**src/rtl/theremin_multichannel_period_measure.sv**
```systemverilog
// theremin_multichannel_period_measure
// N-channel oversampled period meter. Each channel receives one word of
// SAMPLE_BITS samples per clock (bit 0 earliest). It reports the edge-to-edge
// period in sample ticks, an IIR-smoothed fixed-point period, a one-cycle valid
// strobe and a signal-lost flag. Channels share only the clock and the reset.
//
// Pipeline per channel:
//   stage 1 : register the sample word and the edge mode
//   stage 2 : edge detect, tick counter, arm FSM -> PERIOD_RAW / PERIOD_VALID
//   stage 3 : IIR filter -> PERIOD_FILTERED
module theremin_multichannel_period_measure #(
  parameter int CHANNELS          = 2,
  parameter int SAMPLE_BITS       = 8,
  parameter int PERIOD_BITS       = 16,
  parameter int DATA_BITS         = 28,
  parameter int FILTER_SHIFT_BITS = 8
) (
  input  logic                            CLK,
  input  logic                            RESET,
  input  logic [CHANNELS*SAMPLE_BITS-1:0] SAMPLES,
  input  logic [CHANNELS-1:0]             EDGE_MODE,
  output logic [CHANNELS*PERIOD_BITS-1:0] PERIOD_RAW,
  output logic [CHANNELS*DATA_BITS-1:0]   PERIOD_FILTERED,
  output logic [CHANNELS-1:0]             PERIOD_VALID,
  output logic [CHANNELS-1:0]             SIGNAL_LOST
);

  localparam int FRAC  = DATA_BITS - PERIOD_BITS;
  localparam int IDX_W = (SAMPLE_BITS > 4) ? 3 : 2;

  localparam logic [PERIOD_BITS-1:0] T_MAX     = {PERIOD_BITS{1'b1}};
  localparam logic [PERIOD_BITS:0]   T_MAX_EXT = {1'b0, {PERIOD_BITS{1'b1}}};
  localparam logic [PERIOD_BITS:0]   SB_EXT    = (PERIOD_BITS+1)'(SAMPLE_BITS);
  localparam logic [PERIOD_BITS-1:0] SB_TICKS  = PERIOD_BITS'(SAMPLE_BITS);

  // DISARMED: waiting for a reference edge. ARMED: reference edge seen, the
  // next edge yields the first measurement. TRACKING: measuring every edge.
  typedef enum logic [1:0] {
    ST_DISARMED = 2'd0,
    ST_ARMED    = 2'd1,
    ST_TRACKING = 2'd2
  } arm_state_t;

  for (genvar c = 0; c < CHANNELS; c++) begin : g_ch

    // stage 1
    logic [SAMPLE_BITS-1:0] word_r;
    logic                   mode_r;

    // stage 2
    logic                   prev_bit_r;
    logic                   mode_d_r;
    logic [PERIOD_BITS-1:0] tick_r;
    arm_state_t             state_r;
    logic [PERIOD_BITS-1:0] raw_r;
    logic                   valid_r;
    logic                   lost_r;
    logic                   direct_r;

    // stage 3
    logic [DATA_BITS-1:0]   filt_r;

    // combinational
    logic [SAMPLE_BITS-1:0] prev_s;
    logic [SAMPLE_BITS-1:0] qual_s;
    logic                   edge_s;
    logic [IDX_W-1:0]       pos_s;
    logic [PERIOD_BITS:0]   period_s;
    logic [PERIOD_BITS:0]   tick_sum_s;
    logic [PERIOD_BITS-1:0] tick_next_s;
    logic                   sat_s;
    logic                   mode_chg_s;
    logic [DATA_BITS-1:0]   x_s;
    logic signed [DATA_BITS:0] diff_s;
    logic signed [DATA_BITS:0] sum_s;
    logic [DATA_BITS-1:0]   filt_next_s;

    // Stage 1: capture this channel's sample word and edge mode.
    always_ff @(posedge CLK or posedge RESET) begin
      if (RESET) begin
        word_r <= '0;
        mode_r <= 1'b0;
      end else begin
        word_r <= SAMPLES[c*SAMPLE_BITS +: SAMPLE_BITS];
        mode_r <= EDGE_MODE[c];
      end
    end

    // Qualify transitions against the preceding sample and keep the latest one.
    always_comb begin
      prev_s = {word_r[SAMPLE_BITS-2:0], prev_bit_r};
      qual_s = '0;
      pos_s  = '0;
      for (int i = 0; i < SAMPLE_BITS; i++) begin
        if (mode_r) begin
          qual_s[i] = word_r[i] & ~prev_s[i];
        end else begin
          qual_s[i] = word_r[i] ^ prev_s[i];
        end
      end
      for (int i = 0; i < SAMPLE_BITS; i++) begin
        if (qual_s[i]) begin
          pos_s = IDX_W'(i);
        end else begin
          pos_s = pos_s;
        end
      end
      edge_s     = |qual_s;
      mode_chg_s = mode_r ^ mode_d_r;
    end

    // Period arithmetic, next tick count and the timeout condition. A counter
    // already parked at T_MAX does not time out again, so a restarted signal
    // can re-arm on its first edge.
    always_comb begin
      period_s   = {1'b0, tick_r} + (PERIOD_BITS+1)'(pos_s);
      tick_sum_s = {1'b0, tick_r} + SB_EXT;
      if (edge_s) begin
        sat_s       = (tick_r != T_MAX) && (period_s >= T_MAX_EXT);
        tick_next_s = SB_TICKS - PERIOD_BITS'(pos_s);
      end else begin
        sat_s = (tick_r != T_MAX) && (tick_sum_s >= T_MAX_EXT);
        if (tick_sum_s >= T_MAX_EXT) begin
          tick_next_s = T_MAX;
        end else begin
          tick_next_s = tick_sum_s[PERIOD_BITS-1:0];
        end
      end
    end

    // Stage 2: arm FSM with registered raw period, valid strobe and lost flag.
    // Timeout outranks a mode change, which outranks an edge.
    always_ff @(posedge CLK or posedge RESET) begin
      if (RESET) begin
        prev_bit_r <= 1'b0;
        mode_d_r   <= 1'b0;
        tick_r     <= '0;
        state_r    <= ST_DISARMED;
        raw_r      <= '0;
        valid_r    <= 1'b0;
        lost_r     <= 1'b1;
        direct_r   <= 1'b0;
      end else begin
        prev_bit_r <= word_r[SAMPLE_BITS-1];
        mode_d_r   <= mode_r;
        tick_r     <= tick_next_s;
        valid_r    <= 1'b0;
        if (sat_s) begin
          state_r <= ST_DISARMED;
          lost_r  <= 1'b1;
        end else if (mode_chg_s) begin
          state_r <= ST_DISARMED;
        end else if (edge_s) begin
          case (state_r)
            ST_DISARMED: begin
              state_r <= ST_ARMED;
            end
            ST_ARMED: begin
              raw_r    <= period_s[PERIOD_BITS-1:0];
              valid_r  <= 1'b1;
              direct_r <= lost_r;
              lost_r   <= 1'b0;
              state_r  <= ST_TRACKING;
            end
            ST_TRACKING: begin
              raw_r    <= period_s[PERIOD_BITS-1:0];
              valid_r  <= 1'b1;
              direct_r <= lost_r;
              lost_r   <= 1'b0;
            end
            default: begin
              state_r <= ST_DISARMED;
            end
          endcase
        end else begin
          state_r <= state_r;
        end
      end
    end

    // First-order IIR step towards the new sample; negative results clamp to 0.
    always_comb begin
      x_s    = {raw_r, {FRAC{1'b0}}};
      diff_s = $signed({1'b0, x_s}) - $signed({1'b0, filt_r});
      sum_s  = $signed({1'b0, filt_r}) + (diff_s >>> FILTER_SHIFT_BITS);
      if (sum_s[DATA_BITS]) begin
        filt_next_s = '0;
      end else begin
        filt_next_s = sum_s[DATA_BITS-1:0];
      end
    end

    // Stage 3: load directly after a lost signal, otherwise smooth.
    always_ff @(posedge CLK or posedge RESET) begin
      if (RESET) begin
        filt_r <= '0;
      end else if (valid_r) begin
        if (direct_r) begin
          filt_r <= x_s;
        end else begin
          filt_r <= filt_next_s;
        end
      end else begin
        filt_r <= filt_r;
      end
    end

    assign PERIOD_RAW[c*PERIOD_BITS +: PERIOD_BITS]    = raw_r;
    assign PERIOD_FILTERED[c*DATA_BITS +: DATA_BITS]   = filt_r;
    assign PERIOD_VALID[c]                             = valid_r;
    assign SIGNAL_LOST[c]                              = lost_r;
  end

endmodule

```
**config.mk**
```make
export PLATFORM = sky130hd
export DESIGN_NAME = theremin_multichannel_period_measure
export DESIGN_NICKNAME = d
export VERILOG_FILES = /design/src/rtl/theremin_multichannel_period_measure.sv
export SDC_FILE = /design/constraint.sdc
export NUM_CORES = 1
export LEC_CHECK = 0
export CAP_MARGIN = 10
export CORE_MARGIN = 3
export CORE_UTILIZATION = 50
export DETAILED_ROUTE_END_ITERATION = 7
export GPL_TIMING_DRIVEN = 0
export PLACE_DENSITY_LB_ADDON = 0.08
export SETUP_SLACK_MARGIN = 0.02
export SYNTH_ARGS = -nofsm -noshare
export SYNTH_HDL_FRONTEND = slang
export SYNTH_SLANG_ARGS = --single-unit
```
**constraint.sdc**
```tcl
create_clock -name CLK -period 9.1 [get_ports CLK]
set_input_delay 0.91 -clock CLK [delete_from_list [all_inputs] [get_ports CLK]]
set_output_delay 0.91 -clock CLK [all_outputs]
set_load 0.03 [all_outputs]
```
==> out/summary.txt, run 1 <==
GR Layer Usage met2 = 41.1%
Core outline area = 23600 um2
Number of failing hold endpoints at the final stage = 0
Share of the synthesized area in the top cell type = 31.0%
Adder-cell area share of the yosys netlist = 13.2%
Highest net fanout along the worst path = 10
Post-route DRC violation count = 0
Area post-placement = 13600 um2
Total Nets Final = 1698
Share of post-route cells with drive strength above 1 = 5.43%
Max-slew headroom at the worst pin = 24.1%
Global-route wire length before repair = 53300 um
Horizontal die dimension = 162 um
Detailed Routing Iterations Pass 1 = 7
Tmin final = 6.62 ns
Max Transition Viols Final = 0
CTS H-Tree Depth = 4
Worst-skew pair later-pin latency = 0.44 ns
Synth Area in Simple Gates = 16.5%
Static Leak = 6.34 nW
Final std cells w/o fill = 1885
DRT iter0 DRCs = 979
Row cnt = 56
Category of the worst setup path capture point = register
Hold Crit Class = register to register
Peak supply drop = 0.000195 V
Maximum clock frequency = 151 MHz
Die Y = 162 um
Postcts setup bufs = 0
Number of antenna violations at the first check in global routing = 0
Post-synthesis to final-layout area growth = 17.7%
Setup TNS = 0 ns
I/O pin cnt = 112
Setup repair after global routing missed its margin = false
Post-CTS clock slew at the launch and capture registers of the worst setup and hold paths = 0.07 ns
Netlist area before placement = 12100 um2
Pin count of the biggest net entering global routing = 95
Max-capacitance violation count = 0
Share of synthesized registers carrying an async set or reset = 100%
Classification of the worst setup path = register to register
Number of enable-type register cells in the synthesized netlist = 0
Period utilisation layout = 72.8%
Total via count after detailed routing = 11000
Total track usage = 25.1%
Arrival time reported for the critical path endpoint = 6.98 ns
Vias per cell = 5.82
Area fraction in compound gates after synthesis = 20.9%
Global Route met3 Usage = 4.10%
Result of the run = complete, no violations
Startpoint kind of the worst setup timing path = register
Antenna viol nets, final = 0
Worst slack, placed = 2.67 ns
Total number of yosys warnings = 0
Design area = 14200 um2
Critical path data required time = 9.45 ns
Post-synthesis mux area share = 2.30%
Mean area per synthesized cell = 8.51 um2
Worst clock skew on the final layout = 0.0123 ns
WL per Instance = 17.5 um
Cell area power density = 414 nW/um2
Met1 layer usage reported by global route = 34.9%
Vias in the first global route = 10300
# placed instances = 1852
Number of resized instances in the post-cts repair step = 0
Most used routing layer in global routing = met2
Library cell occupying the most area in the post-synthesis netlist = sky130_fd_sc_hd__dfrtp_1
Estimated wirelength of the detail-placed design = 25000 um
# hold bufs at CTS = 0
Number of buffers on the longest clock path = 2
Post-Synthesis Net Count = 1566
Die footprint = 26100 um2
CTS tree = done
Library cells used by synthesis = 76
Worst-Margin Slew = 1.11 ns
Clock root buffer = sky130_fd_sc_hd__clkbuf_16
Initial cell density of the core = 51.2%
CTS Buf Count = 17
Top FF cell, synth = sky130_fd_sc_hd__dfrtp_1
FF+latch count, synth = 152
Routability congestion estimate from global placement = 0.957
Overflow left after global routing = 0
Number of setup violations in the final report = 0
Gate Count Post-Synth = 1421
Synthesized-area fraction occupied by xor and xnor cells = 9.71%
Count of buffers from port buffering = 111
Total Wirelength = 32900 um
Largest family of logic cells by synthesized area = compound AO/OA/AOI/OAI gates
Number of antenna cells inserted = 0
Clock net sink count = 152
Cell types occupying the most area after synthesis = sky130_fd_sc_hd__dfrtp_1 (31%), sky130_fd_sc_hd__ha_1 (13%), sky130_fd_sc_hd__xnor2_1 (6.1%), sky130_fd_sc_hd__a21oi_1 (5.5%), sky130_fd_sc_hd__inv_1 (3.7%)
Sequential element share of the synthesized area = 31.5%
Worst setup margin = 2.48 ns
Final Total Pwr = 0.00589 W
[placed cells by master, fill, tap and decap left out, types with 25 or more instances in the layout]
cell type and instances:
sky130_fd_sc_hd__dfrtp_1 150, sky130_fd_sc_hd__a21oi_1 132, sky130_fd_sc_hd__ha_1 121, sky130_fd_sc_hd__inv_1 118
sky130_fd_sc_hd__clkdlybuf4s50_1 111, sky130_fd_sc_hd__nor2_1 104, sky130_fd_sc_hd__nand2_1 102, sky130_fd_sc_hd__xnor2_1 84
sky130_fd_sc_hd__o21ai_0 81, sky130_fd_sc_hd__nand3_1 51, sky130_fd_sc_hd__xor2_1 50, sky130_fd_sc_hd__clkbuf_1 40
sky130_fd_sc_hd__nor3_1 27, sky130_fd_sc_hd__a21o_1 25
[synth_stat cells (7+ instances only)]
cell                       instances
sky130_fd_sc_hd__nand4_1          15
sky130_fd_sc_hd__clkbuf_1         40
sky130_fd_sc_hd__dfrtp_1         150
sky130_fd_sc_hd__or2_2             7
sky130_fd_sc_hd__a31oi_1          15
sky130_fd_sc_hd__mux2i_1           9
sky130_fd_sc_hd__xor2_1           50
sky130_fd_sc_hd__o22ai_1          13
sky130_fd_sc_hd__nand2b_1         20
sky130_fd_sc_hd__a22oi_1          19
sky130_fd_sc_hd__o21bai_1         11
sky130_fd_sc_hd__o211ai_1          8
sky130_fd_sc_hd__a21oi_1         132
sky130_fd_sc_hd__ha_1            121
sky130_fd_sc_hd__mux2_2           10
sky130_fd_sc_hd__nor3_1           27
sky130_fd_sc_hd__nor4_1           16
sky130_fd_sc_hd__nand3_1          51
sky130_fd_sc_hd__inv_1           119
sky130_fd_sc_hd__nand2_1         102
sky130_fd_sc_hd__nor2_1          104
sky130_fd_sc_hd__o21a_1           18
sky130_fd_sc_hd__nor2b_1          23
sky130_fd_sc_hd__a21o_1           25
sky130_fd_sc_hd__and3_1           14
sky130_fd_sc_hd__buf_4             8
sky130_fd_sc_hd__xnor2_1          84
sky130_fd_sc_hd__o21ai_0          81
sky130_fd_sc_hd__a211oi_1         12
[routing by layer]
layer  share of wire, %  up-vias
li1                   -     5336
met1                 46     5271
met2                 47      316
met3                6.0       41
met4                1.5        0
met5                  0        -
[critical path, stage by stage, from the launching register on]
cell and delay [ns]:
sky130_fd_sc_hd__dfrtp_1 0.46, sky130_fd_sc_hd__ha_1 0.37, sky130_fd_sc_hd__nor4bb_1 0.28, sky130_fd_sc_hd__a41oi_1 0.29
sky130_fd_sc_hd__a21oi_1 0.43, sky130_fd_sc_hd__a21boi_0 0.22, sky130_fd_sc_hd__nor2b_1 0.23, sky130_fd_sc_hd__o21a_1 0.17
sky130_fd_sc_hd__o21a_1 0.13, sky130_fd_sc_hd__nor2_1 0.05, sky130_fd_sc_hd__xnor2_1 0.16, sky130_fd_sc_hd__ha_1 0.38
sky130_fd_sc_hd__and3_1 0.19, sky130_fd_sc_hd__nand2_1 0.10, sky130_fd_sc_hd__a2111oi_0 0.88, sky130_fd_sc_hd__o2111ai_1 0.32
sky130_fd_sc_hd__a21oi_1 0.24, sky130_fd_sc_hd__xor2_1 0.19, sky130_fd_sc_hd__nor2_1 0.75, sky130_fd_sc_hd__clkbuf_1 0.46
sky130_fd_sc_hd__nand3_1 0.14, sky130_fd_sc_hd__o21ai_0 0.10
[per-stage QoR]
stage	hold slack (ns)	util [%]
5_1_grt	0.405	60.3
4_1_cts	0.388	60.2
6_report	0.385	60.3
3_3_place_gp	0.387	57.6
3_5_place_dp	0.373	57.8
2_1_floorplan	0.357	-
[final timing paths]
kind	start	depth (start not counted)	slack, ns	endpoint
max in group asynchronous	RESET	3	7.39	g_ch[0].lost_r$_DFFE_PP1P_
min in group asynchronous	RESET	2	0.89	g_ch[1].prev_bit_r$_DFF_PP0_
worst min register to register	g_ch[0].word_r[7]$_DFF_PP0_	0	0.39	g_ch[0].prev_bit_r$_DFF_PP0_
worst min-delay path	g_ch[0].word_r[7]$_DFF_PP0_	0	0.39	g_ch[0].prev_bit_r$_DFF_PP0_
worst max register to register	g_ch[1].raw_r[0]$_DFFE_PP0P_	21	2.48	g_ch[1].filt_r[1]$_DFFE_PP0P_
worst max-delay path	g_ch[1].raw_r[0]$_DFFE_PP0P_	21	2.48	g_ch[1].filt_r[1]$_DFFE_PP0P_
[sequential cells by signal, indices dropped and copies added, names as in the netlist]
signal and cells:
g_ch.word_r 16, g_ch.mode_d_r 2, g_ch.valid_r 2, g_ch.direct_r 2, g_ch.tick_r 32, g_ch.prev_bit_r 2, g_ch.filt_r 56, g_ch.lost_r 2
g_ch.raw_r 32, g_ch.mode_r 2, g_ch.state_r 4
[cell families after synthesis]
group | after synthesis
buffers and inverters | 177
AND/OR/NAND/NOR | 411
adder cells (fa/ha/maj) | 125
multiplexers | 24
AO/OA/AOI/OAI | 398
flip-flops | 152
XOR/XNOR | 134
[final cells by class]
type / instances / area (um2)
well taps: 319 / 399
fillers: 2131 / 9380
clock inverters: 15 / 159
flip-flops and latches: 152 / 3810
clock buffers: 17 / 425
multi-input cells: 1092 / 7570
inverters: 120 / 458
plain buffers: 57 / 264
repair buffers: 113 / 1150
[report_power, final]
| part | internal, W | switching, W |
|---|---|---|
| clock network | 0.000389 | 0.000332 |
| logic | 0.00167 | 0.00244 |
| registers | 0.000838 | 0.000221 |
Note: power is estimated with default switching activity, not from simulation.
==> run 2: changes to the inputs <==
==> constraint.sdc (replaced) <==
create_clock -name CLK -period 6.25 [get_ports CLK]
set_input_delay 0.625 -clock CLK [delete_from_list [all_inputs] [get_ports CLK]]
set_output_delay 0.625 -clock CLK [all_outputs]
set_load 0.03 [all_outputs]
==> run 2 against run 1 <==
  * Critical path depth unchanged
  * Combinational power increased by 46%
  * Largest cell class unchanged
  * Global-route usage stayed put
  * Register-to-register slack got worse by 2.0 ns
  * Critical path type unchanged
  * Core utilization grew 0.064 points
  * Largest power group unchanged
  * Highest routed layer unchanged
  * Total power is 46% higher
==> out/summary.txt, run 2 (same netlist as run 1, synthesis figures left out) <==
Commonest cells after routing, fill and taps aside = sky130_fd_sc_hd__dfrtp_1 (150), sky130_fd_sc_hd__a21oi_1 (132), sky130_fd_sc_hd__ha_1 (121), sky130_fd_sc_hd__inv_1 (118), sky130_fd_sc_hd__clkdlybuf4s50_1 (111)
Overflow left after global routing = 0
Fin util = 60.3%
Classification of the worst setup path = register to register
Total track usage = 25.1%
Worst-Margin Slew = 0.994 ns
Routability congestion estimate from global placement = 0.957
Initial cell density of the core = 51.2%
Worst-skew pair later-pin latency = 0.44 ns
# placed instances = 1852
Largest register by flop count = g_ch.filt_r
Global-route wire length before repair = 53300 um
CTS Buf Count = 17
Arrival time reported for the critical path endpoint = 6.11 ns
Cell area power density = 603 nW/um2
Startpoint kind of the worst setup timing path = register
Estimated wirelength of the detail-placed design = 25000 um
Area post-placement = 13600 um2
Number of antenna cells inserted = 0
Row cnt = 56
Pin count of the biggest net entering global routing = 95
Post-route DRC violation count = 0
Setup repair after global routing missed its margin = false
Share of post-route cells with drive strength above 1 = 5.62%
Tmin final = 5.82 ns
Post-CTS clock slew at the launch and capture registers of the worst setup and hold paths = 0.07 ns
Hold Crit Class = register to register
Die footprint = 26100 um2
Vias per cell = 5.82
Flip-flop count of the largest register after layout = 56
Slowest CP cell = sky130_fd_sc_hd__xor2_1
Maximum clock frequency = 172 MHz
Gate family responsible for the most delay along the worst path = compound AO/OA/AOI/OAI gates
DRT iter0 DRCs = 939
Clock net sink count = 152
Design area = 14200 um2
Static Leak = 6.34 nW
CTS tree = done
Number of antenna violations at the first check in global routing = 0
Total via count after detailed routing = 11000
WL per Instance = 17.5 um
Count of buffers from port buffering = 111
Crit path largest cell delay = 0.52 ns
Vias in the first global route = 10300
Max Transition Viols Final = 0
Final std cells w/o fill = 1885
Crit path buffers/inverters = 1
Post-synthesis to final-layout area growth = 17.8%
# hold bufs at CTS = 0
Peak supply drop = 0.000283 V
Number of setup violations in the final report = 0
Total Nets Final = 1698
Horizontal die dimension = 162 um
Period utilisation layout = 93.1%
Critical path data required time = 6.54 ns
Die Y = 162 um
Result of the run = complete, no violations
Hold slack final = 0.385 ns
Category of the worst setup path capture point = register
Max-slew headroom at the worst pin = 33.4%
Max-capacitance violation count = 0
Core outline area = 23600 um2
Total Wirelength = 32900 um
Antenna viol nets, final = 0
CTS H-Tree Depth = 4
Highest net fanout along the worst path = 10
Postcts setup bufs = 0
Number of failing hold endpoints at the final stage = 0
Number of resized instances in the post-cts repair step = 2
Registers with the most flip-flops = g_ch.filt_r x56, g_ch.raw_r x32, g_ch.tick_r x32
CP cell instances = ha_1, nor4bb_1, a41oi_1, a21oi_1, a21boi_0, nor2b_1, o21a_1, o21a_1, nor2_1, xnor2_1, ha_1, and3_1, nand2_1, a2111oi_2, o2111ai_1, a21oi_1, xor2_1, clkbuf_2, nor3_1, o311ai_0, a31oi_1
I/O pin cnt = 112
Most common cell after layout, fill and taps aside = sky130_fd_sc_hd__dfrtp_1
Detailed Routing Iterations Pass 1 = 5
Worst clock skew on the final layout = 0.0124 ns
Number of buffers on the longest clock path = 2
Clock root buffer = sky130_fd_sc_hd__clkbuf_16
==> run 2: changes by cell type in the layout (fill, tap and decap cells not counted) <==
cell                        previous run  this run
sky130_fd_sc_hd__a2111oi_0             3         2
sky130_fd_sc_hd__a2111oi_2             1         2
sky130_fd_sc_hd__clkbuf_1             40        39
sky130_fd_sc_hd__clkbuf_2              0         1
sky130_fd_sc_hd__nor2_1              104       103
sky130_fd_sc_hd__nor2_4                0         1
==> run 2: routing by layer <==
layer	track usage (%)	vias up	wire [um]
li1	-	5336	-
met4	6.34	0	577
met3	4.08	52	2080
met2	41.2	346	15300
met1	34.9	5239	14900
met5	0	-	0
==> run 2: final cells by class <==
class                      count  area (um2)
fill                        2128        9370
buffer                        57         265
inverter                     120         458
multi-input combinational   1092        7580
timing repair buffer         113        1150
sequential                   152        3810
clock buffer                  17         425
tap                          319         399
clock inverter                15         159
==> run 2: stage by stage <==
| stage | total power, W | TNS, ns | worst slack, ns |
|---|---|---|---|
| 2_1_floorplan | 0.00587 | 0 | 1.39 |
| 3_3_place_gp | 0.00737 | -128.58 | -0.865 |
| 3_5_place_dp | 0.00743 | -1.52 | -0.179 |
| 4_1_cts | 0.00854 | 0 | 0.135 |
| 5_1_grt | 0.00930 | 0 | 0.0606 |
| 6_report | 0.00859 | 0 | 0.433 |
==> run 2: worst paths after layout <==
kind | startpoint | end | slack (ns) | cells after the start
max | g_ch[1].raw_r[0]$_DFFE_PP0P_ | g_ch[1].filt_r[21]$_DFFE_PP0P_ | 0.43 | 21
min | g_ch[0].word_r[7]$_DFF_PP0_ | g_ch[0].prev_bit_r$_DFF_PP0_ | 0.39 | 0
max reg2reg | g_ch[1].raw_r[0]$_DFFE_PP0P_ | g_ch[1].filt_r[21]$_DFFE_PP0P_ | 0.43 | 21
min reg2reg | g_ch[0].word_r[7]$_DFF_PP0_ | g_ch[0].prev_bit_r$_DFF_PP0_ | 0.39 | 0
max in group asynchronous | RESET | g_ch[0].lost_r$_DFFE_PP1P_ | 4.83 | 3
min in group asynchronous | RESET | g_ch[1].prev_bit_r$_DFF_PP0_ | 0.60 | 2
==> run 2: where the power goes <==
part           leakage (nW)  switching, W  total (W)  internal, W
combinational          4.12       0.00357    0.00600      0.00244
clock                 0.288      0.000483    0.00105     0.000566
sequential             1.94      0.000322    0.00154      0.00122
==> run 3: changes to the inputs <==
--- a/config.mk
+++ b/config.mk
@@ -9,6 +9,7 @@
 export CORE_MARGIN = 3
 export CORE_UTILIZATION = 50
 export DETAILED_ROUTE_END_ITERATION = 7
+export GPL_ROUTABILITY_DRIVEN = 0
 export GPL_TIMING_DRIVEN = 0
 export PLACE_DENSITY_LB_ADDON = 0.08
 export SETUP_SLACK_MARGIN = 0.02
==> run 3 against run 2 <==
  * Routed wire length down 1.9%
  * Combinational power down 0.7%
  * Critical path depth unchanged
  * Global-route usage up 0.13 points
  * Sequential cell count unchanged
  * Worst setup slack better by 0.037 ns
  * Cell area up 0.15%
  * Largest power group unchanged
==> out/summary.txt, run 3 (same netlist as run 1, synthesis figures left out) <==
Hold Crit Class = register to register
Met1 layer usage reported by global route = 35.0%
Number of antenna violations at the first check in global routing = 0
Share of post-route cells with drive strength above 1 = 5.50%
Worst hold path startpoint = g_ch[0].word_r[7]$_DFF_PP0_
Total via count after detailed routing = 10800
Total Wirelength = 32300 um
Number of antenna cells inserted = 0
DRT iter0 DRCs = 877
Cell area power density = 602 nW/um2
CP cell instances = ha_1, nor4bb_1, a41oi_1, a21oi_1, a21boi_0, nor2b_1, o21a_1, o21a_1, nor2_1, xnor2_1, ha_1, and3_1, nand2_1, a2111oi_2, o2111ai_1, a21oi_1, xor2_1, clkbuf_2, nor3_1, o311ai_0, a31oi_1
Classification of the worst setup path = register to register
Cells on worst reg2reg path = 21
Final Total Pwr = 0.00859 W
Largest register by flop count = g_ch.filt_r
I/O pin cnt = 112
Clock net sink count = 152
Detailed Routing Iterations Pass 1 = 5
Clock root buffer = sky130_fd_sc_hd__clkbuf_16
Total track usage = 25.3%
WL per Instance = 17.1 um
Count of buffers from port buffering = 111
Design area = 14300 um2
Arrival time reported for the critical path endpoint = 6.07 ns
Worst-Margin Slew = 1.05 ns
Post-route DRC violation count = 0
Proportion of power drawn by the clock network = 12.7%
Global Route met3 Usage = 4.31%
Period utilisation layout = 92.5%
Overflow left after global routing = 0
Highest net fanout along the worst path = 10
Antenna viol nets, final = 0
Registers with the most flip-flops = g_ch.filt_r x56, g_ch.raw_r x32, g_ch.tick_r x32
Number of setup violations in the final report = 0
Post-synthesis to final-layout area growth = 18.0%
Gate family responsible for the most delay along the worst path = compound AO/OA/AOI/OAI gates
CTS tree = done
Crit path buffers/inverters = 1
Initial cell density of the core = 51.2%
Area post-placement = 13600 um2
Die footprint = 26100 um2
Cell depth of the worst hold path = 0
GR Layer Usage met2 = 40.6%
Switching power = 0.00432 W
Max-slew headroom at the worst pin = 29.8%
Global-route wire length before repair = 53900 um
P_int = 0.00427 W
Layout fillers = 2122
Category of the worst setup path capture point = register
Capture point of the worst reg-to-reg path = g_ch[1].filt_r[21]$_DFFE_PP0P_
Commonest cells after routing, fill and taps aside = sky130_fd_sc_hd__dfrtp_1 (150), sky130_fd_sc_hd__a21oi_1 (132), sky130_fd_sc_hd__ha_1 (121), sky130_fd_sc_hd__inv_1 (118), sky130_fd_sc_hd__clkdlybuf4s50_1 (111)
Core outline area = 23600 um2
CTS H-Tree Depth = 4
Horizontal die dimension = 162 um
Result of the run = complete, no violations
Most used routing layer in global routing = met2
Most common cell after layout, fill and taps aside = sky130_fd_sc_hd__dfrtp_1
Post-CTS clock slew at the launch and capture registers of the worst setup and hold paths = 0.07 ns
Setup repair after global routing missed its margin = false
Number of buffers on the longest clock path = 2
Estimated wirelength of the detail-placed design = 24600 um
Sw frac = 50.3%
Flip-flop count of the largest register after layout = 56
Max-capacitance violation count = 0
Row cnt = 56
Max Transition Viols Final = 0
Register-to-register setup slack = 0.47 ns
Crit path largest cell delay = 0.51 ns
Proportion of power drawn by combinational gates = 69.4%
Peak supply drop = 0.000263 V
Die Y = 162 um
Tmin final = 5.78 ns
Startpoint kind of the worst setup timing path = register
Source of the worst register-to-register timing path = g_ch[1].raw_r[0]$_DFFE_PP0P_
Number of failing hold endpoints at the final stage = 0
Slowest CP cell = sky130_fd_sc_hd__xor2_1
Vias in the first global route = 10500
Static Leak = 6.34 nW
Hold Crit Endpoint = g_ch[0].prev_bit_r$_DFF_PP0_
Worst-skew pair later-pin latency = 0.45 ns
Critical path data required time = 6.54 ns
Worst clock skew on the final layout = 0.0127 ns
Sequential share of power = 17.9%
Pin count of the biggest net entering global routing = 79
CTS Buf Count = 17
Maximum clock frequency = 173 MHz
Total Nets Final = 1697
Vias per cell = 5.75
==> run 3: timing repair <==
item / CTS / global route
setup buffers: 0 / 0
resized for setup: 2 / 5
hold buffers: 0 / 0
setup endpoints to repair: 11 / 35
==> run 3: metal layers <==
| metal | routed length (um) | share of wire (%) | vias to the layer above |
|---|---|---|---|
| met2 | 14900 | 46 | 306 |
| met4 | 713 | 2.2 | 0 |
| met1 | 15000 | 46 | 5124 |
| met3 | 1750 | 5.4 | 59 |
| li1 | - | - | 5350 |
| met5 | 0 | 0 | - |
==> run 3: final cells by class <==
cell class / instances / area [um2] / area share (%)
Multi-Input combinational cell: 1092 / 7600 / 53.3
Tap cell: 319 / 399 / 2.80
Buffer: 57 / 265 / 1.86
Inverter: 120 / 455 / 3.19
Sequential cell: 152 / 3810 / 26.7
Clock inverter: 13 / 160 / 1.12
Timing Repair Buffer: 112 / 1140 / 7.98
Clock buffer: 19 / 443 / 3.10
==> run 3: worst max path at each step <==
stage | cells after the start | slack, ns | endpoint | start
CTS | 18 | 0.19 | g_ch[0].filt_r[23]$_DFFE_PP0P_ | g_ch[0].raw_r[0]$_DFFE_PP0P_
floorplan | 21 | 1.39 | g_ch[1].filt_r[10]$_DFFE_PP0P_ | g_ch[1].filt_r[12]$_DFFE_PP0P_
finish | 21 | 0.47 | g_ch[1].filt_r[21]$_DFFE_PP0P_ | g_ch[1].raw_r[0]$_DFFE_PP0P_
global route | 22 | 0.06 | g_ch[1].filt_r[1]$_DFFE_PP0P_ | g_ch[1].filt_r[12]$_DFFE_PP0P_
global placement | 2 | -0.78 | g_ch[0].filt_r[1]$_DFFE_PP0P_ | RESET
detailed placement | 21 | -0.17 | g_ch[1].filt_r[1]$_DFFE_PP0P_ | g_ch[1].raw_r[0]$_DFFE_PP0P_
==> run 3: stage by stage <==
| stage | setup TNS (ns) | hold WS, ns | std cells | utilization [%] | setup WS, ns |
|---|---|---|---|---|---|
| after global routing | 0 | 0.414 | 1884 | 60.4 | 0.0634 |
| after detailed placement | -1.59 | 0.387 | 1852 | 57.7 | -0.172 |
| after global placement | -116.22 | 0.383 | 1851 | 57.6 | -0.784 |
| final | 0 | 0.397 | 1884 | 60.4 | 0.470 |
| after floorplan | 0 | 0.357 | 1421 | - | 1.39 |
| after CTS | 0 | 0.402 | 1884 | 60.3 | 0.191 |
==> run 3: power by group through the flow <==
stage | Sequential, W | Combinational [W] | Clock [W]
global route | 0.00157 | 0.00662 | 0.00115
CTS | 0.00154 | 0.00590 | 0.00111
detailed placement | 0.00155 | 0.00584 | 0
finish | 0.00154 | 0.00596 | 0.00109
floorplan | 0.00180 | 0.00407 | 0
global placement | 0.00155 | 0.00578 | 0
==> run 3: worst register-to-register path: stages (launching register included) <==
cell and delay [ns]:
sky130_fd_sc_hd__dfrtp_1 0.46, sky130_fd_sc_hd__ha_1 0.37, sky130_fd_sc_hd__nor4bb_1 0.15, sky130_fd_sc_hd__a41oi_1 0.48
sky130_fd_sc_hd__a21oi_1 0.25, sky130_fd_sc_hd__a21boi_0 0.33, sky130_fd_sc_hd__nor2b_1 0.13, sky130_fd_sc_hd__o21a_1 0.20
sky130_fd_sc_hd__o21a_1 0.18, sky130_fd_sc_hd__nor2_1 0.11, sky130_fd_sc_hd__xnor2_1 0.09, sky130_fd_sc_hd__ha_1 0.35
sky130_fd_sc_hd__and3_1 0.19, sky130_fd_sc_hd__nand2_1 0.12, sky130_fd_sc_hd__a2111oi_2 0.43, sky130_fd_sc_hd__o2111ai_1 0.28
sky130_fd_sc_hd__a21oi_1 0.25, sky130_fd_sc_hd__xor2_1 0.51, sky130_fd_sc_hd__clkbuf_2 0.38, sky130_fd_sc_hd__nor3_1 0.09
sky130_fd_sc_hd__o311ai_0 0.14, sky130_fd_sc_hd__a31oi_1 0.15
==> patch 1: new RTL, flow settings as in run 1 <==
Set the parameter `CHANNELS` to 4 (it was 2).
--- a/src/rtl/theremin_multichannel_period_measure.sv
+++ b/src/rtl/theremin_multichannel_period_measure.sv
@@ -9,7 +9,7 @@
 //   stage 2 : edge detect, tick counter, arm FSM -> PERIOD_RAW / PERIOD_VALID
 //   stage 3 : IIR filter -> PERIOD_FILTERED
 module theremin_multichannel_period_measure #(
-  parameter int CHANNELS          = 2,
+  parameter int CHANNELS          = 4,
   parameter int SAMPLE_BITS       = 8,
   parameter int PERIOD_BITS       = 16,
   parameter int DATA_BITS         = 28,
Interface: changed (6 resized); port bits go from 112 to 222. The function was not compared with the original's and may differ.
==> patch 1 against run 1 <==
Area after synthesis grew 93%. Count of clock-buffer cells in the layout rose by 33. Wire length is 95% higher. Sequential cell count increased by 152. Sequential share of layout area rose by 0.54 points. Worst setup slack improved by 0.77 ns. Die area up 89%. Total power up 100%. Design area up 96%. Non-clock buffer count rose by 152. Critical endpoint is now g_ch[1].filt_r[3]. Fmax rose by 13%. Combinational power is 97% higher.
==> patch 1: results (changes against run 1) <==
Pleak 12.8 nW (was 6.34 nW); Worst-Skew Late Latency 0.57 ns (was 0.44 ns); clk slew on worst S/H paths 0.06 ns; Port Buffers 221 (was 111); worst hold start g_ch[3].word_r[7] (was g_ch[0].word_r[7]); clock buffer count from CTS 39 (was 17); Arr. time, crit path 6.33 ns (was 6.98 ns); clk buf depth 3 (was 2); vias per inst 5.78 (was 5.82); Async SR Flop Fraction 100% (unchanged); hpwl dp 50.0 mm (was 25.0 mm); CTS root buf clkbuf_16 (unchanged); CTS resizes 0 (unchanged); Met1 Wirelength 29.5 mm (was 15.0 mm); Final Wtd Congestion 0.928 (was 0.957); global-route usage over all layers 25.5% (was 25.1%); status complete, no violations (unchanged); wire length on met3 3.25 mm (was 1.97 mm); # fillers 4,035 (was 2,131); register area share after synthesis 32.5% (was 31.5%); synth top area cells dfrtp_1 (32%), ha_1 (13%), xnor2_1 (6.4%) (was dfrtp_1 (31%), ha_1 (13%), xnor2_1 (6.1%)); first-pass GRT wire length 105 mm (was 53.3 mm); TritonRoute pass-1 iters 5 (was 7); H-Tree Depth 2 (was 4); pin count of the biggest net entering global routing 43 (was 95); post-layout net count 3,206 (was 1,698); CP Max Fanout 10 (unchanged); Worst VDD drop 0.000261 V (was 0.000195 V); Wirelength per Cell 18.1 um (was 17.5 um); top cells by instance count after synthesis dfrtp_1 (300), ha_1 (243), a21oi_1 (212), nor2_1 (208), nand2_1 (199) (was dfrtp_1 (150), a21oi_1 (132), ha_1 (121), inv_1 (119), nor2_1 (104)); Slowest-stage cell, CP a211oi_1 (was a2111oi_0); skew final 0.0180 ns (was 0.0123 ns); Synth Flop Type dfrtp_1 (unchanged); DR iter-0 viols 1,317 (was 979); vias in the first global route 20,327 (was 10,299); number of synthesized flops with an enable pin 0 (unchanged); share of cells above drive strength 1 6.48% (was 5.43%); yosys warns 0 (unchanged); WL met2 29.8 mm (was 15.4 mm); antenna violations before repair 2 (was 0); Distinct cells, synth 98 (was 76); Antenna diodes 0 (unchanged); Post-DP Area 0.0265 mm^2 (was 0.0136 mm^2); biggest registers after layout g_ch.filt_r x112, g_ch.raw_r x64, g_ch.tick_r x64 (was g_ch.filt_r x56, g_ch.raw_r x32, g_ch.tick_r x32); post-synthesis net count 2,936 (was 1,566); postcts setup bufs 0 (unchanged); Highest Signal Layer met5 (was met4); worst relative slew slack 41.3% (was 24.1%); Hold Path Class flop to flop (unchanged); slowest stage delay, CP 0.54 ns (was 0.88 ns); Crit path max-delay family compound AO/OA/AOI/OAI gates (unchanged)
-- patch 1: changes by cell type after synthesis, moves of 34 or more --
cell / delta
xnor2_1: +88
xor2_1: +46
ha_1: +122
a21o_1: +57
and3_1: +34
dfrtp_1: +150
nor2_1: +104
a21oi_1: +80
o21ai_0: +59
inv_1: +73
nand2_1: +97
-- patch 1: area by class of cell --
cell class	count	area [um^2]	share of cell area [%]
sequential	304	7610	27.3
inverter	194	732	2.62
tap	600	751	2.69
clock inverter	22	275	0.987
clock buffer	50	1100	3.93
multi-input combinational	2056	14600	52.3
timing repair buffer	229	2370	8.51
buffer	93	470	1.69
-- patch 1: per-stage QoR --
stage,setup slack [ns],instances
after global placement,1.88,3468
after global routing,2.88,3548
final,3.24,3548
after CTS,3.32,3548
after floorplan,4.15,2647
after detailed placement,3.37,3476
-- patch 1: final timing paths --
path / endpoint / slack, ns / cells after the start
max in group asynchronous: g_ch[3].filt_r[25] / 7.23 / 6
hold reg to reg: g_ch[3].prev_bit_r / 0.39 / 0
hold / removal: g_ch[3].prev_bit_r / 0.39 / 0
min in group asynchronous: g_ch[2].tick_r[1] / 0.58 / 2
setup reg to reg: g_ch[1].filt_r[3] / 3.24 / 23
setup / recovery: g_ch[1].filt_r[3] / 3.24 / 23
-- patch 1: kinds of logic after synthesis --
logic type | after synthesis | share of synthesized area [%]
AO/OA/AOI/OAI | 737 | 20.9
XOR/XNOR | 268 | 10.0
multiplexers | 38 | 1.78
adder cells (fa/ha/maj) | 251 | 13.7
AND/OR/NAND/NOR | 762 | 15.9
buffers and inverters | 287 | 5.12
flip-flops | 304 | 32.5
-- patch 1: power by group --
part           switching, mW  internal (mW)
sequential             0.504           1.68
clock                  0.653          0.981
combinational           4.57           3.54
total                   5.73           6.20
-- patch 1: routing by layer --
metal  vias up  GRT usage (%)
met2       530           42.2
li1       9973              -
met3       124           4.19
met5         -              0
met4         4           8.13
met1      9883           34.2
==> patch 2: new RTL, settings of run 1 <==
Made on the original files. Register the inputs `SAMPLES` and `EDGE_MODE` before use, without a reset. The logic sees them one clock later.
--- a/src/rtl/theremin_multichannel_period_measure.sv
+++ b/src/rtl/theremin_multichannel_period_measure.sv
@@ -41,6 +41,14 @@
     ST_TRACKING = 2'd2
   } arm_state_t;
 
+  logic [CHANNELS*SAMPLE_BITS-1:0] SAMPLES_q;
+  logic [CHANNELS-1:0] EDGE_MODE_q;
+
+  always_ff @(posedge CLK) begin
+    SAMPLES_q   <= SAMPLES;
+    EDGE_MODE_q <= EDGE_MODE;
+  end
+
   for (genvar c = 0; c < CHANNELS; c++) begin : g_ch
 
     // stage 1
@@ -81,8 +89,8 @@
         word_r <= '0;
         mode_r <= 1'b0;
       end else begin
-        word_r <= SAMPLES[c*SAMPLE_BITS +: SAMPLE_BITS];
-        mode_r <= EDGE_MODE[c];
+        word_r <= SAMPLES_q[c*SAMPLE_BITS +: SAMPLE_BITS];
+        mode_r <= EDGE_MODE_q[c];
       end
     end
 
Behaviour: not the same (Yosys sat finds a counterexample within 4 cycles, from zero or initial values and one cycle with RESET high).
==> patch 2 against run 1 <==
Clock skew grew 0.0074 ns. Total power grew 0.32%. Design area grew 5.1%. Critical path type unchanged. Sequential cell count grew 18. Worst setup slack gained 0.98 ns. Worst hold slack lost 0.057 ns. Area after synthesis grew 6.0%. Wire length grew 3.7%. Core utilization grew 0.15 points.
==> patch 2: results (changes against run 1) <==
status complete, no violations (unchanged); Post-DP Area 0.0144 mm^2 (was 0.0136 mm^2); Final Wtd Congestion 0.940 (was 0.957); Async SR Flop Fraction 89.4% (was 100%); Switch Pwr 2.90 mW (was 2.99 mW); r2r setup slk 3.46 ns (was 2.48 ns); hpwl dp 26.5 mm (was 25.0 mm); DR iter-0 viols 694 (was 979); r2r worst-path depth 20 (was 21); first-pass GRT wire length 55.9 mm (was 53.3 mm); pin count of the biggest net entering global routing 81 (was 95); worst relative slew slack 27.0% (was 24.1%); top cells by instance count after synthesis dfrtp_1 (150), a21oi_1 (123), ha_1 (121), nor2_1 (107), inv_1 (101) (was dfrtp_1 (150), a21oi_1 (132), ha_1 (121), inv_1 (119), nor2_1 (104)); Slowest-stage cell, CP a211oi_1 (was a2111oi_0); Worst VDD drop 0.000262 V (was 0.000195 V); register area share after synthesis 32.5% (was 31.5%); vias in the first global route 10,766 (was 10,299); Finished Layout Cells 1,927 (was 1,885); post-layout net count 1,735 (was 1,698); post-synth top area share 29.3% (was 31.0%); share of cells above drive strength 1 7.17% (was 5.43%); Post-Syn Area per Cell 8.78 um^2 (was 8.51 um^2); Distinct cells, synth 100 (was 76); TritonRoute pass-1 iters 6 (was 7); Arr. time, crit path 6.00 ns (was 6.98 ns)
## patch 2: changes by cell type in the layout (fill, tap and decap cells not counted), sizes merged, moves of 9 or more
cell,run 1,this run
a21o,25,44
dfxtp,0,18
inv,127,109
o21a,18,9
o21ai,82,91
## patch 2: how the worst min path moves through the flow
stage / startpoint / end / slack (ns) / cells after the start
2_1_floorplan: EDGE_MODE_q[0] / g_ch[0].mode_r / 0.32 / 0
3_3_place_gp: EDGE_MODE_q[1] / g_ch[1].mode_r / 0.32 / 0
3_5_place_dp: SAMPLES_q[0] / g_ch[0].word_r[0] / 0.32 / 0
4_1_cts: SAMPLES_q[4] / g_ch[0].word_r[4] / 0.33 / 0
5_1_grt: SAMPLES_q[2] / g_ch[0].word_r[2] / 0.33 / 0
6_report: SAMPLES_q[9] / g_ch[1].word_r[1] / 0.33 / 0
## patch 2: critical path, delay by kind of cell (launching register included)
family	cells	cell delay, ns
buf+inv	1	0.22
fa+ha+maj	2	0.74
xor+xnor	1	0.12
compound gates	9	2.44
simple gates	6	1.15
mux	1	0.41
flops	1	0.47
## patch 2: routing by layer
layer	vias to the layer above	share of wire, %	global-route usage, %
met4	0	1.6	6.26
met3	40	5.1	3.12
li1	5502	-	-
met1	5350	47	34.2
met2	300	46	40.3
met5	-	0	0
## patch 2: logic make-up after synthesis
kind of cell,share of synthesized area [%]
xor+xnor,8.88
flops,32.5
mux,1.68
buf+inv,5.41
compound gates,21.7
fa+ha+maj,12.4
simple gates,17.4
## patch 2: final cells by class
| class | count | area (um^2) | share of cell area [%] |
|---|---|---|---|
| multi-input combinational | 1122 | 7960 | 53.2 |
| sequential | 170 | 4170 | 27.9 |
| timing repair buffer | 112 | 1140 | 7.62 |
| clock buffer | 18 | 429 | 2.87 |
| tap | 324 | 405 | 2.71 |
| inverter | 101 | 384 | 2.57 |
| buffer | 66 | 314 | 2.10 |
| clock inverter | 14 | 158 | 1.05 |
## patch 2: power by group through the flow
stage / combinational, mW / sequential, mW / clock (mW)
4_1_cts: 3.98 / 1.16 / 0.758
3_5_place_dp: 3.95 / 1.17 / 0
6_report: 4.00 / 1.16 / 0.745
2_1_floorplan: 2.74 / 1.34 / 0
3_3_place_gp: 3.91 / 1.17 / 0
5_1_grt: 4.39 / 1.18 / 0.791
## patch 2: stage by stage
step | power [mW] | hold slack (ns)
after floorplan | 4.08 | 0.316
after global placement | 5.07 | 0.317
after detailed placement | 5.12 | 0.320
after CTS | 5.89 | 0.329
after global routing | 6.36 | 0.330
final | 5.91 | 0.328
